`src/rtl/mem_ctrl.sv`:
```
// Byte-serial RAM port controller: round-robin arbitration between fetch and load/store,
// sequencing each request into consecutive byte accesses with little-endian read assembly.
module mem_ctrl #(
   parameter logic [31:0] IO_ADDR_LO = 32'h0003_0000,
   parameter logic [31:0] IO_ADDR_HI = 32'h0003_0004
) (
   input  logic        clk_in,
   input  logic        rst_in,
   input  logic        rdy_in,
   input  logic        clear,
   input  logic        io_buffer_full,
   input  logic [7:0]  mem_din,
   output logic [7:0]  mem_dout,
   output logic [31:0] mem_a,
   output logic        mem_wr,
   input  logic        if_req,
   input  logic [31:0] if_addr,
   output logic        if_done,
   output logic [31:0] if_data,
   input  logic        lsb_req,
   input  logic        lsb_wr,
   input  logic [1:0]  lsb_len,
   input  logic [31:0] lsb_addr,
   input  logic [31:0] lsb_wdata,
   output logic        lsb_done,
   output logic [31:0] lsb_rdata
);

   typedef enum logic [1:0] {IDLE, IF_RD, LSB_RD, LSB_WR} state_e;

   state_e      state_q, state_d;
   logic [2:0]  cnt_q, cnt_d, n_q, n_d;
   logic [31:0] addr_q, addr_d, wdata_q, wdata_d;
   logic [23:0] buf_q, buf_d;
   logic        last_lsb_q, last_lsb_d;
   logic [31:0] mem_a_q, mem_a_d;
   logic [7:0]  mem_dout_q, mem_dout_d;
   logic        mem_wr_q, mem_wr_d;
   logic        if_done_q, if_done_d, lsb_done_q, lsb_done_d;
   logic [31:0] if_data_q, if_data_d, lsb_data_q, lsb_data_d;

   logic [2:0]  lsb_n;
   logic [31:0] wr_addr, rd_word;
   logic [7:0]  wr_byte;
   logic        if_elig, lsb_elig, grant_lsb, acc_blk, wr_blk;

   function automatic logic io_hit(input logic [31:0] a);
      return (a == IO_ADDR_LO) || (a == IO_ADDR_HI);
   endfunction

   always_comb begin
      state_d    = state_q;
      cnt_d      = cnt_q;
      n_d        = n_q;
      addr_d     = addr_q;
      wdata_d    = wdata_q;
      buf_d      = buf_q;
      last_lsb_d = last_lsb_q;
      mem_a_d    = mem_a_q;
      mem_dout_d = mem_dout_q;
      mem_wr_d   = 1'b0;
      if_done_d  = 1'b0;
      lsb_done_d = 1'b0;
      if_data_d  = if_data_q;
      lsb_data_d = lsb_data_q;

      case (lsb_len)
         2'b00:   lsb_n = 3'd1;
         2'b01:   lsb_n = 3'd2;
         default: lsb_n = 3'd4;
      endcase
      wr_addr = addr_q + {29'd0, cnt_q};
      case (cnt_q[1:0])
         2'd0:    wr_byte = wdata_q[7:0];
         2'd1:    wr_byte = wdata_q[15:8];
         2'd2:    wr_byte = wdata_q[23:16];
         default: wr_byte = wdata_q[31:24];
      endcase
      // The final byte is taken straight from mem_din on the completing edge.
      case (n_q)
         3'd1:    rd_word = {24'd0, mem_din};
         3'd2:    rd_word = {16'd0, mem_din, buf_q[7:0]};
         default: rd_word = {mem_din, buf_q};
      endcase
      acc_blk   = io_buffer_full && io_hit(lsb_addr);
      wr_blk    = io_buffer_full && io_hit(wr_addr);
      if_elig   = if_req && !if_done_q && !clear;
      lsb_elig  = lsb_req && !lsb_done_q && (lsb_wr || !clear);
      grant_lsb = lsb_elig && (!if_elig || !last_lsb_q);

      case (state_q)
         IDLE: begin
            if (grant_lsb) begin
               addr_d     = lsb_addr;
               wdata_d    = lsb_wdata;
               n_d        = lsb_n;
               mem_a_d    = lsb_addr;
               last_lsb_d = 1'b1;
               cnt_d      = '0;
               buf_d      = '0;
               if (lsb_wr) begin
                  state_d = LSB_WR;
                  if (!acc_blk) begin
                     mem_wr_d   = 1'b1;
                     mem_dout_d = lsb_wdata[7:0];
                     cnt_d      = 3'd1;
                     lsb_done_d = (lsb_n == 3'd1);
                  end
               end else begin
                  state_d = LSB_RD;
               end
            end else if (if_elig) begin
               addr_d     = if_addr;
               n_d        = 3'd4;
               mem_a_d    = if_addr;
               last_lsb_d = 1'b0;
               cnt_d      = '0;
               buf_d      = '0;
               state_d    = IF_RD;
            end
         end
         IF_RD, LSB_RD: begin
            if (clear) begin
               state_d = IDLE;
            end else begin
               cnt_d = cnt_q + 3'd1;
               if (cnt_q < n_q - 3'd1) mem_a_d = mem_a_q + 32'd1;
               case (cnt_q)
                  3'd1:    buf_d[7:0]   = mem_din;
                  3'd2:    buf_d[15:8]  = mem_din;
                  3'd3:    buf_d[23:16] = mem_din;
                  default: ;
               endcase
               if (cnt_q == n_q) begin
                  state_d = IDLE;
                  if (state_q == IF_RD) begin
                     if_done_d = 1'b1;
                     if_data_d = rd_word;
                  end else begin
                     lsb_done_d = 1'b1;
                     lsb_data_d = rd_word;
                  end
               end
            end
         end
         LSB_WR: begin
            if (cnt_q == n_q) begin
               state_d = IDLE;
            end else begin
               mem_a_d = wr_addr;
               if (!wr_blk) begin
                  mem_wr_d   = 1'b1;
                  mem_dout_d = wr_byte;
                  cnt_d      = cnt_q + 3'd1;
                  lsb_done_d = (cnt_q + 3'd1 == n_q);
               end
            end
         end
         default: state_d = IDLE;
      endcase
   end

   always_ff @(posedge clk_in or posedge rst_in) begin
      if (rst_in) begin
         state_q    <= IDLE;
         cnt_q      <= '0;
         n_q        <= '0;
         addr_q     <= '0;
         wdata_q    <= '0;
         buf_q      <= '0;
         last_lsb_q <= 1'b0;
         mem_a_q    <= '0;
         mem_dout_q <= '0;
         mem_wr_q   <= 1'b0;
         if_done_q  <= 1'b0;
         lsb_done_q <= 1'b0;
         if_data_q  <= '0;
         lsb_data_q <= '0;
      end else if (rdy_in) begin
         state_q    <= state_d;
         cnt_q      <= cnt_d;
         n_q        <= n_d;
         addr_q     <= addr_d;
         wdata_q    <= wdata_d;
         buf_q      <= buf_d;
         last_lsb_q <= last_lsb_d;
         mem_a_q    <= mem_a_d;
         mem_dout_q <= mem_dout_d;
         mem_wr_q   <= mem_wr_d;
         if_done_q  <= if_done_d;
         lsb_done_q <= lsb_done_d;
         if_data_q  <= if_data_d;
         lsb_data_q <= lsb_data_d;
      end
   end

   assign mem_a     = mem_a_q;
   assign mem_dout  = mem_dout_q;
   assign mem_wr    = mem_wr_q;
   assign if_done   = if_done_q;
   assign if_data   = if_data_q;
   assign lsb_done  = lsb_done_q;
   assign lsb_rdata = lsb_data_q;

endmodule
```
`config.mk`:
```
export PLATFORM = sky130hd
export DESIGN_NAME = mem_ctrl
export DESIGN_NICKNAME = d
export VERILOG_FILES = /design/src/rtl/mem_ctrl.sv
export SDC_FILE = /design/constraint.sdc
export NUM_CORES = 1
export LEC_CHECK = 0
export CAP_MARGIN = 25
export CORE_MARGIN = 2
export CORE_UTILIZATION = 52
export CTS_CLUSTER_DIAMETER = 120
export DETAILED_ROUTE_END_ITERATION = 10
export GPL_TIMING_DRIVEN = 0
export PLACE_DENSITY = 0.81
export SYNTH_ARGS = -nofsm -noshare
export SYNTH_HDL_FRONTEND = slang
export SYNTH_SLANG_ARGS = --single-unit
```
`constraint.sdc`:
```
create_clock -name clk_in -period 8.6 [get_ports clk_in]
set_input_delay 2.58 -clock clk_in [delete_from_list [all_inputs] [get_ports clk_in]]
set_output_delay 2.58 -clock clk_in [all_outputs]
set_load 0.1 [all_outputs]
```
==> impl_metrics.csv <==
group,metric,value,unit
cells_and_area,final_nets,1615,
logic_synthesis,yosysWarnings,0,
clock_network,postCtsSetupBuffers,0,
sta,min_period_over_period,68.14,%
critical_path,cp_max_fo,10,
critical_path,cp.arrival,6.26,ns
route,wl_met3,3165,µm
worst_hold_path,hp-class,"reg2reg",
route,final_antenna_net_count,0,
power,p_leak,6.061,nW
critical_path,cp_common_cell,"clkbuf_1",
power,p_per_area,433.2,mW/mm²
global_route,gr-total-overflow,0,
sta,holdWs,0.4775,ns
logic_synthesis,synthCells,1236,
floorplan,start_util,52.57,%
global_route,first_global_vias,10190,
sta,worst_pin_slew,1.025,ns
power,max-vdd-ir-drop,0.2754,mV
route,routed-wl-met2,17090,µm
route,drt_first_pass_iters,5,
route,topRoutingLayerUsed,"met4",
clock_network,numCtsBuffers,23,
route,drt_wl_total,36790,µm
run,maxCapViolCount,0,
logic_synthesis,ys_seq_area_share,46.49,%
critical_path,cpPeakStageDelay,0.75,ns
sta,finalHoldViolCount,0,
placement,place_congestion,0.9607,
clock_network,cts.sinks,204,
critical_path,crit_family,"buffers and inverters",
placement,dp_hpwl,27780,µm
logic_synthesis,synth_edf_count,0,
global_route,grt_max_degree,110,
cells_and_area,drive_above_1_share,5.674,%
critical_path,worstSetupPathType,"in2reg",
clock_network,postCtsHoldBufs,0,
route,m1WireLength,15460,µm
floorplan,io_pins,221,
sta,tns,0,ns
floorplan,core,0.02089,mm²
clock_network,clkSlewWorstSetupHoldPaths,0.06,ns
clock_network,clk_latency,0.51,ns
floorplan,rows,53,
clock_network,cts_tree,"done",
route,vias_per_cell,6.023,
logic_synthesis,syn-cell-area,0.01098,mm²
floorplan,die_width,149.3,µm
clock_network,cts_resized,0,
sta,setup_viol,0,
route,avgRoutedWirePerCell,20.75,µm
sta,relSlewSlack,31.43,%
sta,fin_crit,5.860,ns
floorplan,fp.dieH,149.3,µm
sta,fmax,170.7,MHz
cells_and_area,num_antenna_cells,0,
cells_and_area,syn_to_final_growth,30.57,%
logic_synthesis,synth_async_sr_flop_share,100.0,%
global_route,grtUsageTotal,33.33,%
global_route,antenna_found_initial,1,
clock_network,cts_buffer_depth,3,
floorplan,fp.dieArea,0.02230,mm²
route,vias,10680,
placement,io_buffers,220,
status,status,"complete, no violations",
logic_synthesis,synthFlopType,"dfrtp_1",
sta,slew_viol_final,0,
clock_network,cts_max_level,1,
logic_synthesis,synth.distinct_cells,75,
critical_path,cp_cell_sequence,"clkdlybuf4s50_1, nor3b_1, a2111oi_0, clkbuf_1, clkbuf_1, nand3_1, clkbuf_1, nand2_1, nand2_1",
critical_path,end_kind,"register",
sta,grt_setup_unrepaired,"no",
logic_synthesis,syn-num-nets,1369,
global_route,grt_pass1_wl,57660,µm
logic_synthesis,ys_ff_latch,204,
sta,finClkSkew,0.009576,ns
critical_path,cp-start-kind,"input port",
critical_path,critPathSlowestCell,"clkbuf_1",
critical_path,crit_buf_inv,4,
route,drcViolationCount,0,
critical_path,critPathRequiredTime,9.00,ns
route,drt_iter0_markers,1129,
clock_network,cts-root-buf,"clkbuf_16",
power,fin_total_pwr,6.211,mW
logic_synthesis,synth_area_per_cell,8.885,µm²
## metrics by stage
stage / setup WS, ns / area, µm² / util [%] / instances
after floorplan: 0.4526 / 10980 / - / 1236
after global placement: -2.174 / 13530 / 64.76 / 1731
after detailed placement: 2.298 / 13560 / 64.93 / 1732
after CTS: 2.794 / 14340 / 68.64 / 1773
after global routing: 2.490 / 14340 / 68.64 / 1773
final: 2.740 / 14340 / 68.64 / 1773
## Yosys cell counts (3+ instances only)
master    number  area share (%)
a21o_1        12            0.82
xor2_1        15             1.2
mux2i_1       31             2.8
o211ai_1       3            0.21
o21ai_0      147             6.7
a22oi_1       18             1.2
dfrtp_1      204              46
a32o_1         3            0.27
and3_1        21             1.2
nand2_1      279             9.5
and2_1         4            0.23
nand3_1       34             1.5
mux2_2        18             1.8
a222oi_1       8            0.73
a21oi_1       44             2.0
mux2_4         9             1.2
a22o_1         5            0.40
ha_1          18             2.1
xnor2_1       29             2.3
a31oi_1        7            0.40
a221oi_1      12            0.96
a31o_2         3            0.24
nor2_1        75             2.6
nor3b_1        3            0.21
nor4_1        11            0.63
nand2b_1       3            0.17
nor2b_1        6            0.34
o32ai_1        3            0.24
nand4_1       20             1.1
buf_2          5            0.23
nor4b_1        6            0.48
and4_1         4            0.32
clkbuf_1      71             2.4
inv_1         23            0.79
nor3_1        16            0.73
buf_1          3            0.10
a211oi_1      16             1.1
## placed cells by master, fill, tap and decap left out, types with 18 or more instances in the layout
master	Yosys	final
nor2_1	75	75
inv_1	23	22
nand2_1	279	279
xnor2_1	29	29
o21ai_0	147	147
clkbuf_1	71	75
clkdlybuf4s50_1	0	220
and3_1	21	21
nand3_1	34	34
mux2_2	18	18
a21oi_1	44	44
dfrtp_1	204	204
nand4_1	20	20
a22oi_1	18	18
ha_1	18	18
mux2i_1	31	31
clkbuf_16	0	23
## worst reg2reg max path, stage by stage (launching register included)
cell	delay, ns
dfrtp_1	0.51
ha_1	0.27
inv_1	0.07
fa_1	0.39
and2b_1	0.32
o2111a_1	0.19
buf_2	0.25
mux2_2	0.37
o22ai_1	0.25
nand4_1	0.13
nor4_1	0.46
and4_4	0.38
nor2_8	0.08
mux2_4	0.32
## metal layers
metal / vias up / track usage (%)
met5: - / 0
met4: 0 / 9.476
met3: 74 / 5.749
met2: 554 / 52.44
met1: 5153 / 47.73
li1: 4897 / -
## power by group
| part | leakage [nW] | internal, mW | switching, mW |
|---|---|---|---|
| Sequential | 2.60 | 1.34 | 0.345 |
| Clock | 0.387 | 0.611 | 0.397 |
| Combinational | 3.07 | 0.977 | 2.54 |
| Total | 6.06 | 2.92 | 3.29 |
## state kept, by name, summed over array words and instances (netlist names), 2 cells and up
name and cells:
mem_a 32, n_q 3, buf_q 24, addr_q 32, if_data 32, wdata_q 32, cnt_q 3, mem_dout 8
lsb_rdata 32, state_q 2
## path summary, 6_finish.rpt
path	endpoint	cells past startpoint	startpoint	slack [ns]
setup / recovery	wdata_q[0]	9	clear	2.74
hold / removal	if_data[26]	2	if_data[26]	0.48
setup reg to reg	mem_dout[3]	13	cnt_q[0]	4.48
hold reg to reg	if_data[26]	2	if_data[26]	0.48
max in group asynchronous	wdata_q[4]	3	rst_in	5.04
min in group asynchronous	if_data[21]	2	rst_in	2.62
## cells by family (layout without fill, tap and decap cells)
kind of cell | Yosys count | after routing | synth area share, %
and+or+nand+nor | 496 | 496 | 20.54
xor gates and xnor gates | 44 | 44 | 3.509
AOI/OAI and AO/OA | 312 | 312 | 17.75
buffers and inverters | 103 | 365 | 3.577
adders and majority gates | 19 | 19 | 2.233
DFF | 204 | 204 | 46.49
muxes | 58 | 58 | 5.902
## cell type report
cell class,instances,area (µm²)
Buffer,79,302.8
Clock buffer,34,686.9
Clock inverter,7,88.84
Fill cell,1684,6550
Inverter,24,97.59
Multi-Input combinational cell,929,5484
Sequential cell,204,5105
Tap cell,275,344.1
Timing Repair Buffer,221,2230
(Power assumes the default switching activity.)
